$ cat config.mk
export PLATFORM = sky130hd
export DESIGN_NAME = perf_meas_sched
export DESIGN_NICKNAME = d
export VERILOG_FILES = /design/src/rtl/perf_meas_pkg.sv /design/src/rtl/perf_meas_sat_cnt.sv /design/src/rtl/perf_meas_sched.sv
export SDC_FILE = /design/constraint.sdc
export NUM_CORES = 1
export LEC_CHECK = 0
export ABC_AREA = 1
export BUFFER_PORTS_ARGS = -buffer_cell sky130_fd_sc_hd__buf_2
export CORE_MARGIN = 2
export CORE_UTILIZATION = 38
export DETAILED_ROUTE_END_ITERATION = 12
export PLACE_DENSITY_LB_ADDON = 0.3
export REMOVE_ABC_BUFFERS = 1
export SLEW_MARGIN = 20
export SYNTH_ARGS = -nofsm -noshare
export SYNTH_HDL_FRONTEND = slang
export SYNTH_HIERARCHICAL = 1
export SYNTH_SLANG_ARGS = --single-unit
$ cat constraint.sdc
create_clock -name clk -period 4.7 [get_ports clk]
set_input_delay 0.47 -clock clk [delete_from_list [all_inputs] [get_ports clk]]
set_output_delay 0.47 -clock clk [all_outputs]
set_load 0.005 [all_outputs]
$ cat src/rtl/perf_meas_pkg.sv
// Shared types and defaults for the simulation-rate measurement sequencer.
package perf_meas_pkg;

    localparam int CNT_W_DEF = 32;

    typedef enum logic [2:0] {
        IDLE,
        WARMUP,
        RUN,
        FLUSH,
        DONE
    } state_e;

endpackage

$ cat src/rtl/perf_meas_sat_cnt.sv
// Saturating up-counter with synchronous clear; clear has priority over increment.
module perf_meas_sat_cnt #(
    parameter int W = 32
) (
    input  logic         clk,
    input  logic         rst,
    input  logic         clr,
    input  logic         inc,
    output logic [W-1:0] count
);

    logic [W-1:0] count_d;
    logic [W-1:0] count_q;

    always_comb begin
        count_d = count_q;
        if (clr) begin
            count_d = '0;
        end else if (inc && (count_q != '1)) begin
            count_d = count_q + 1'b1;
        end
    end

    always_ff @(posedge clk or posedge rst) begin
        if (rst) begin
            count_q <= '0;
        end else begin
            count_q <= count_d;
        end
    end

    assign count = count_q;

endmodule

$ cat src/rtl/perf_meas_sched.sv
// Measurement-window sequencer: warm-up skip, baseline mark, periodic cycle
// reports over a valid/ack handshake, and a final partial report on stop.
module perf_meas_sched
    import perf_meas_pkg::*;
#(
    parameter int CNT_W          = CNT_W_DEF,
    parameter int DEFAULT_WINDOW = 1000,
    parameter int DEFAULT_WARMUP = 0
) (
    input  logic             clk,
    input  logic             rst,
    input  logic             cfg_valid,
    input  logic [CNT_W-1:0] cfg_window,
    input  logic [CNT_W-1:0] cfg_warmup,
    output logic             cfg_ready,
    input  logic             start,
    input  logic             stop,
    output logic             meas_req,
    input  logic             meas_ack,
    output logic [CNT_W-1:0] meas_cycles,
    output logic             meas_discard,
    output logic             meas_last,
    output logic             busy,
    output logic [CNT_W-1:0] stall_cnt
);

    localparam logic [CNT_W-1:0] WIN_RST =
        (DEFAULT_WINDOW == 0) ? CNT_W'(1) : CNT_W'(DEFAULT_WINDOW);
    localparam logic [CNT_W-1:0] WUP_RST = CNT_W'(DEFAULT_WARMUP);

    state_e           state_d, state_q;
    logic [CNT_W-1:0] win_d, win_q;
    logic [CNT_W-1:0] wup_d, wup_q;
    logic             req_d, req_q;
    logic [CNT_W-1:0] cycles_d, cycles_q;
    logic             discard_d, discard_q;
    logic             last_d, last_q;

    logic             cyc_clr, cyc_inc;
    logic             stall_clr, stall_inc;
    logic [CNT_W-1:0] cyc;
    logic [CNT_W:0]   cyc_p1;
    logic [CNT_W-1:0] cyc_p1_sat;
    logic             pending;

    perf_meas_sat_cnt #(.W(CNT_W)) u_cyc_cnt (
        .clk   (clk),
        .rst   (rst),
        .clr   (cyc_clr),
        .inc   (cyc_inc),
        .count (cyc)
    );

    perf_meas_sat_cnt #(.W(CNT_W)) u_stall_cnt (
        .clk   (clk),
        .rst   (rst),
        .clr   (stall_clr),
        .inc   (stall_inc),
        .count (stall_cnt)
    );

    // cyc+1 is kept one bit wider so a saturated count still compares as due.
    assign cyc_p1     = {1'b0, cyc} + (CNT_W+1)'(1);
    assign cyc_p1_sat = (cyc == '1) ? cyc : cyc_p1[CNT_W-1:0];
    assign pending    = req_q & ~meas_ack;

    always_comb begin
        state_d   = state_q;
        win_d     = win_q;
        wup_d     = wup_q;
        req_d     = req_q & ~meas_ack;
        cycles_d  = cycles_q;
        discard_d = discard_q;
        last_d    = last_q;
        cyc_clr   = 1'b0;
        cyc_inc   = 1'b0;
        stall_clr = 1'b0;
        stall_inc = 1'b0;

        unique case (state_q)
            IDLE: begin
                if (cfg_valid) begin
                    win_d = (cfg_window == '0) ? CNT_W'(1) : cfg_window;
                    wup_d = cfg_warmup;
                end
                if (start && !stop) begin
                    cyc_clr   = 1'b1;
                    stall_clr = 1'b1;
                    if (wup_q != '0) begin
                        state_d = WARMUP;
                    end else begin
                        state_d   = RUN;
                        req_d     = 1'b1;
                        cycles_d  = '0;
                        discard_d = 1'b1;
                        last_d    = 1'b0;
                    end
                end
            end

            WARMUP: begin
                if (stop) begin
                    state_d = IDLE;
                end else if (cyc_p1 == {1'b0, wup_q}) begin
                    state_d   = RUN;
                    cyc_clr   = 1'b1;
                    req_d     = 1'b1;
                    cycles_d  = '0;
                    discard_d = 1'b1;
                    last_d    = 1'b0;
                end else begin
                    cyc_inc = 1'b1;
                end
            end

            RUN: begin
                // Stop wins over a due report; the stop cycle lands in the final flush.
                if (stop) begin
                    state_d = FLUSH;
                    cyc_inc = 1'b1;
                end else if (cyc_p1 >= {1'b0, win_q}) begin
                    if (!pending) begin
                        req_d     = 1'b1;
                        cycles_d  = cyc_p1_sat;
                        discard_d = 1'b0;
                        last_d    = 1'b0;
                        cyc_clr   = 1'b1;
                    end else begin
                        cyc_inc   = 1'b1;
                        stall_inc = 1'b1;
                    end
                end else begin
                    cyc_inc = 1'b1;
                end
            end

            FLUSH: begin
                if (!pending) begin
                    state_d = DONE;
                    if (cyc != '0) begin
                        req_d     = 1'b1;
                        cycles_d  = cyc;
                        discard_d = 1'b0;
                        last_d    = 1'b1;
                        cyc_clr   = 1'b1;
                    end
                end
            end

            DONE: begin
                if (!req_q) begin
                    state_d = IDLE;
                end
            end

            default: begin
                state_d = IDLE;
            end
        endcase
    end

    always_ff @(posedge clk or posedge rst) begin
        if (rst) begin
            state_q   <= IDLE;
            win_q     <= WIN_RST;
            wup_q     <= WUP_RST;
            req_q     <= 1'b0;
            cycles_q  <= '0;
            discard_q <= 1'b0;
            last_q    <= 1'b0;
        end else begin
            state_q   <= state_d;
            win_q     <= win_d;
            wup_q     <= wup_d;
            req_q     <= req_d;
            cycles_q  <= cycles_d;
            discard_q <= discard_d;
            last_q    <= last_d;
        end
    end

    assign cfg_ready    = (state_q == IDLE);
    assign busy         = (state_q != IDLE);
    assign meas_req     = req_q;
    assign meas_cycles  = cycles_q;
    assign meas_discard = discard_q;
    assign meas_last    = last_q;

endmodule
* After elaboration in Yosys (flattened, before gate mapping) *
Cells that the tools add are included.

storage, ports and cells
  register bits = 166
  latch bits = 0
  RAM bits = 0
  memory bits (read-only) = 0
  bits of input ports = 70
  word-level logic and storage cells = 118
  memories = 0

cells by class
  add/subtract/negate cells = 3
  multipliers = 0
  div/mod/pow operators = 0
  $lt $le $gt $ge = 1
  eq/ne operators = 20
  shifts and indexed selects = 0
  muxes and demuxes = 68
  bitwise gates (word level) = 2
  reductions and logical operators = 15

operators by type and width
  operator               count
  $mux 32                15
  $pmux 32 s4            1
  $add 32x1->32 const B  2
  $ne 32x32->1 const B   2
  $reduce_bool 32->1     2
  $mux 1                 39
  $add 32x1->33 const B  1
  $eq 33x32->1           1
  $ge 33x32->1           1
  $eq 32x32->1 const B   1
  $logic_not 32->1       1
  $ne 2x2->1 const B     10
  $mux 3                 6
  $pmux 1 s4             4
  $pmux 3 s5             1
  $reduce_and 10->1      1
  $eq 3x2->1 const B     2
  $reduce_and 5->1       1
  $reduce_bool 2->1      2
  $reduce_bool 4->1      1
  $eq 3x1->1 const B     1
  $eq 3x3->1 const B     1
  $logic_and 1x1->1      3
  $logic_not 3->1        1
  other kinds (9)        9

* Depth between registers and ports, before layout *
  word-level depth = 9
  mapped depth = 30
  depth with buffers taken out = 29

* Hierarchy *
Netlist, hierarchy kept.

by module, submodules not included
  module             times used  cells each  area an instance (sq um)
  perf_meas_sched    1           1,051       7,364.6
  perf_meas_sat_cnt  2           360         2,274.7

* Worst setup path before layout *
No wires, ideal clock.

  path type = reg2reg
  start = register u_cyc_cnt.count_q[0] (netlist: u_cyc_cnt/count[0])
  end = register u_cyc_cnt.count_q[19] (netlist: u_cyc_cnt/count[19])
  setup time = 0.066 ns
  data arrival time = 3.691 ns
  required time = 4.634 ns
  slack = 0.944 ns
  stages on the path, launching flop included = 27
  buffers on the path = 2
  clock period less this slack = 3.756 ns
  path through = dfrtp_1 > ha_1 > nand2_2 > nor2_4 > nand2_4 > nor2_4 > nand3_1 > nand2_2 > inv_1 > ha_1 > a21oi_1 > o21ai_0 > nand2_1 > o211ai_1 > a21oi_1 > nand2_1 > nand2_1 > nand2_1 > nand2_1 > nand3_1 > clkbuf_1 > nand3_1 > inv_1 > a21oi_1 > buf_2 > nand4_1 > nand2_1

on the way
  longest elaborated chain between the ends = 7

RTL lines
  what                                          line                                            RTL
  from (decl)                                   perf_meas_sat_cnt.sv:13                         logic [W-1:0] count_q;
  from (signal assigned)                        perf_meas_sat_cnt.sv:28                         count_q <= count_d;
  $add 32x1->33 (*)                             perf_meas_sched.sv:63                           assign cyc_p1 = {1'b0, cyc} + (CNT_W+1)'(1);
  $ge 33x32->1 or $eq 33x32->1 (tied branches)  perf_meas_sched.sv:121, perf_meas_sched.sv:104
  $mux 1 (on tied branches)                     perf_meas_sched.sv:121, perf_meas_sched.sv:104
  $mux 1 (on tied branches)                     perf_meas_sched.sv:118, perf_meas_sched.sv:102
  $pmux 1 s2 (*)                                perf_meas_sched.sv:80                           unique case (state_q)
  net cyc_inc                                   perf_meas_sched.sv:39                           logic cyc_clr, cyc_inc;
  $logic_and 1x1->1 (*)                         perf_meas_sat_cnt.sv:19                         end else if (inc && (count_q != '1)) begin
  $reduce_bool 2->1 (no source line) (*)        -

The timed path passes the listed nets; every way through them passes the cells marked *. The select of a mux whose other input is x is not followed.
A chain may end at the register's enable or synchronous reset.

* Worst setup path in the final report *
  start = register u_cyc_cnt.count_q[0] (netlist: u_cyc_cnt/count[0])
  end = register u_cyc_cnt.count_q[19] (netlist: u_cyc_cnt/count[19])

RTL lines
  what                                          line
  $add 32x1->33                                 perf_meas_sched.sv:63
  $ge 33x32->1 or $eq 33x32->1 (tied branches)  perf_meas_sched.sv:121, perf_meas_sched.sv:104
  $mux 1 (on tied branches)                     perf_meas_sched.sv:121, perf_meas_sched.sv:104
  $mux 1 (on tied branches)                     perf_meas_sched.sv:118, perf_meas_sched.sv:102
  $pmux 1 s4 (*)                                perf_meas_sched.sv:80
  net cyc_clr                                   perf_meas_sched.sv:39
  $mux 32 or $reduce_bool 2->1 (tied branches)  -

Marked as above.

==> results_dict.tcl <==
set metrics [dict create \
    status "finished clean" \
    hold_path_class "in -> async" \
    antenna_found_initial 0 \
    synth_edf_count 0 \
    syn_area_mm2 0.0119 \
    powerDensity_mw_per_mm2 476 \
    setup_viol 0 \
    fp.dieH_um 181 \
    path_clk_slew_ns 0.07 \
    relSlewSlack_pct 30.7 \
    wl_per_cell_um 17.3 \
    yosysTopAreaCell "dfrtp_1" \
    period_share_pct 92.9 \
    drt_iter0_drc 1281 \
    syn2layout_area_growth_pct 15.4 \
    crit_required_ns 5.04 \
    numPortBuffers 138 \
    max-cap-violations 0 \
    io_pins 139 \
    cts_tree "yes" \
    fin_setup_tns_ns 0 \
    cts_max_level 4 \
    grt_pass1_wl_mm 64.7 \
    fp-row-count 64 \
    ant_nets 0 \
    synth-xor-area-share_pct 1.33 \
    synth_top_family_by_area "simple AND/OR/NAND/NOR gates" \
    routed_via_density 5.40 \
    nNetsFinal 2029 \
    grt_max_degree 64 \
    die_x_um 181 \
    gr-total-overflow 0 \
    yosysSeqAreaShare_pct 34.9 \
    dieArea_mm2 0.0328 \
    power_mw 6.54 \
    cts_buffers 17 \
    synthFlopType "dfrtp_1" \
    syn_area_per_cell_um2 6.73 \
    ir_drop_mv 0.277 \
    dr_total_vias 12600 \
    tightest_slew_ns 1.04 \
    hold_viol_final 0 \
    place_hpwl_mm 31.0 \
    fin_skew_ns 0.0132 \
    hold_ws_ns 0.163 \
    diodes 0 \
    max_freq_ghz 0.229 \
    clock_sinks 166 \
    synthAdderAreaFrac_pct 3.78 \
    core_area_mm2 0.0307 \
    rsz0062_at_grt "false" \
    cp-end-kind "flop" \
    grt_pass1_vias 11900 \
    totalWireLength_mm 40.4 \
    post_cts_buffers 0 \
    initial_core_util_pct 38.7 \
    place.gp.congestion 1.03 \
    critPathMaxFanout 21 \
    drive_gt1_share_pct 16.2 \
    synth-compound-area-share_pct 7.50 \
    synth.distinct_cells 46 \
    slowest_stage "dfrtp_1" \
    clk_latency_ns 0.45 \
    synth-async-reset-ratio_pct 100 \
    clockBufferDepth 2 \
    netlist_instances 1771 \
    root_buffer "clkbuf_16" \
    yosys-mux-area-fraction_pct 2.55 \
    synth.top_cells.by_count "nand2_1, inv_1, nor2_1" \
    yosys.area_share.simple_pct 40.9 \
    yosys.area.top_type_share_pct 33.6 \
    ys_seq_elements 166 \
    grt.total_usage_pct 24.9 \
    r2r_slack_ns 0.34 \
    firstDrtPassIters 6 \
    ys_warn_count 6 \
    drc 0 \
    worstPathArrival_ns 4.70 \
    slew_violations 0 \
    startpoint_type "flop" \
    hold_buffers 0 \
    max_stage_delay_ns 0.49 \
    ys_top_cells_by_area "dfrtp_1, nand2_1, inv_1, nor2_1, nand3_1" \
    yosysMostFrequentCell "nand2_1" \
    power.static_leakage_nw 7.05 \
    fin_crit_ns 4.36 \
    crit_type "reg -> reg" \
    crit_top_cell "nand2_1" \
]
[logic make-up after synthesis]
| kind of cell | Yosys count |
|---|---|
| simple gates | 1099 |
| buf+inv | 265 |
| flops | 166 |
| compound gates | 163 |
| fa+ha+maj | 36 |
| mux | 27 |
| xor+xnor | 15 |
[cell usage in the layout, fill, tap and decap left out, types with 8 or more instances in the layout]
cell type | netlist | layout
a21oi_1 | 52 | 52
buf_2 | 6 | 138
buf_4 | 3 | 39
clkbuf_16 | 0 | 17
dfrtp_1 | 160 | 159
ha_1 | 36 | 36
inv_1 | 211 | 210
mux2_2 | 27 | 27
nand2_1 | 581 | 580
nand2_2 | 15 | 15
nand2_4 | 11 | 12
nand3_1 | 137 | 137
nand4_1 | 75 | 75
nor2_1 | 211 | 210
nor2_2 | 15 | 16
nor2_4 | 8 | 8
nor3_1 | 8 | 8
nor4_1 | 21 | 21
o21ai_0 | 65 | 65
o21ai_1 | 12 | 12
o22ai_1 | 14 | 14
xor2_1 | 11 | 11
[per-layer routing]
| metal | track usage (%) | up-vias | share of wire (%) |
|---|---|---|---|
| met2 | 40.6 | 526 | 46 |
| met1 | 34.1 | 5954 | 44 |
| met4 | 7.71 | 0 | 2.5 |
| met5 | 0 | - | 0 |
| li1 | - | 6028 | - |
| met3 | 3.71 | 68 | 6.8 |
[state kept, by name, summed over array words and instances (netlist names)]
name,cells
win_q,32
wup_q,32
meas_req,1
u_cyc_cnt/count,32
meas_last,1
state_q,3
meas_discard,1
u_stall_cnt/count,32
meas_cycles,32
[critical path, delay by kind of cell, from the launching register on]
kind                       cells  cell delay (ns)
and+or+nand+nor               21             2.47
adders and majority gates      2             0.62
DFF                            1             0.49
buffers and inverters          2             0.40
AOI/OAI and AO/OA              1             0.27
[cell type report]
cell class / instances / area, µm²
inverter: 220 / 828
fill: 3221 / 17000
clock buffer: 21 / 470
clock inverter: 9 / 103
tap: 396 / 495
multi-input combinational: 1340 / 6690
sequential: 166 / 4160
timing repair buffer: 178 / 1000
[where the power goes]
part	switching [mW]	internal, mW	total (mW)
Sequential	0.403	1.85	2.25
Clock	0.626	0.815	1.44
Combinational	1.90	0.942	2.85
[worst paths after layout]
path / start / to / depth (start not counted)
worst max register to register: u_cyc_cnt/count[0]$_DFFE_PP0P_ / u_cyc_cnt/count[19]$_DFFE_PP0P_ / 26
min in group clk: cfg_warmup[31] / wup_q[31]$_DFFE_PP0P_ / 2
max in group asynchronous: rst / win_q[21]$_DFFE_PP0P_ / 3
worst min-delay path: rst / u_stall_cnt/count[31]$_DFFE_PP0P_ / 3
worst min register to register: meas_cycles[17]$_DFFE_PP0P_ / meas_cycles[17]$_DFFE_PP0P_ / 2
worst max-delay path: u_cyc_cnt/count[0]$_DFFE_PP0P_ / u_cyc_cnt/count[19]$_DFFE_PP0P_ / 26
[stage by stage]
step	utilization (%)	cells	area (µm²)	worst slack, ns
floorplan	-	1726	11700	0.334
global placement	42.8	2300	13200	0.370
detailed placement	42.8	2300	13200	0.352
CTS	44.7	2330	13700	0.339
global route	44.7	2330	13800	0.0154
finish	44.7	2330	13800	0.336
[timing repair]
action,4_1_cts,5_1_grt
gates resized for setup,0,2
endpoints found under the setup margin,0,36
hold endpoints to repair,0,0
Power figures use the tool's default switching activity.
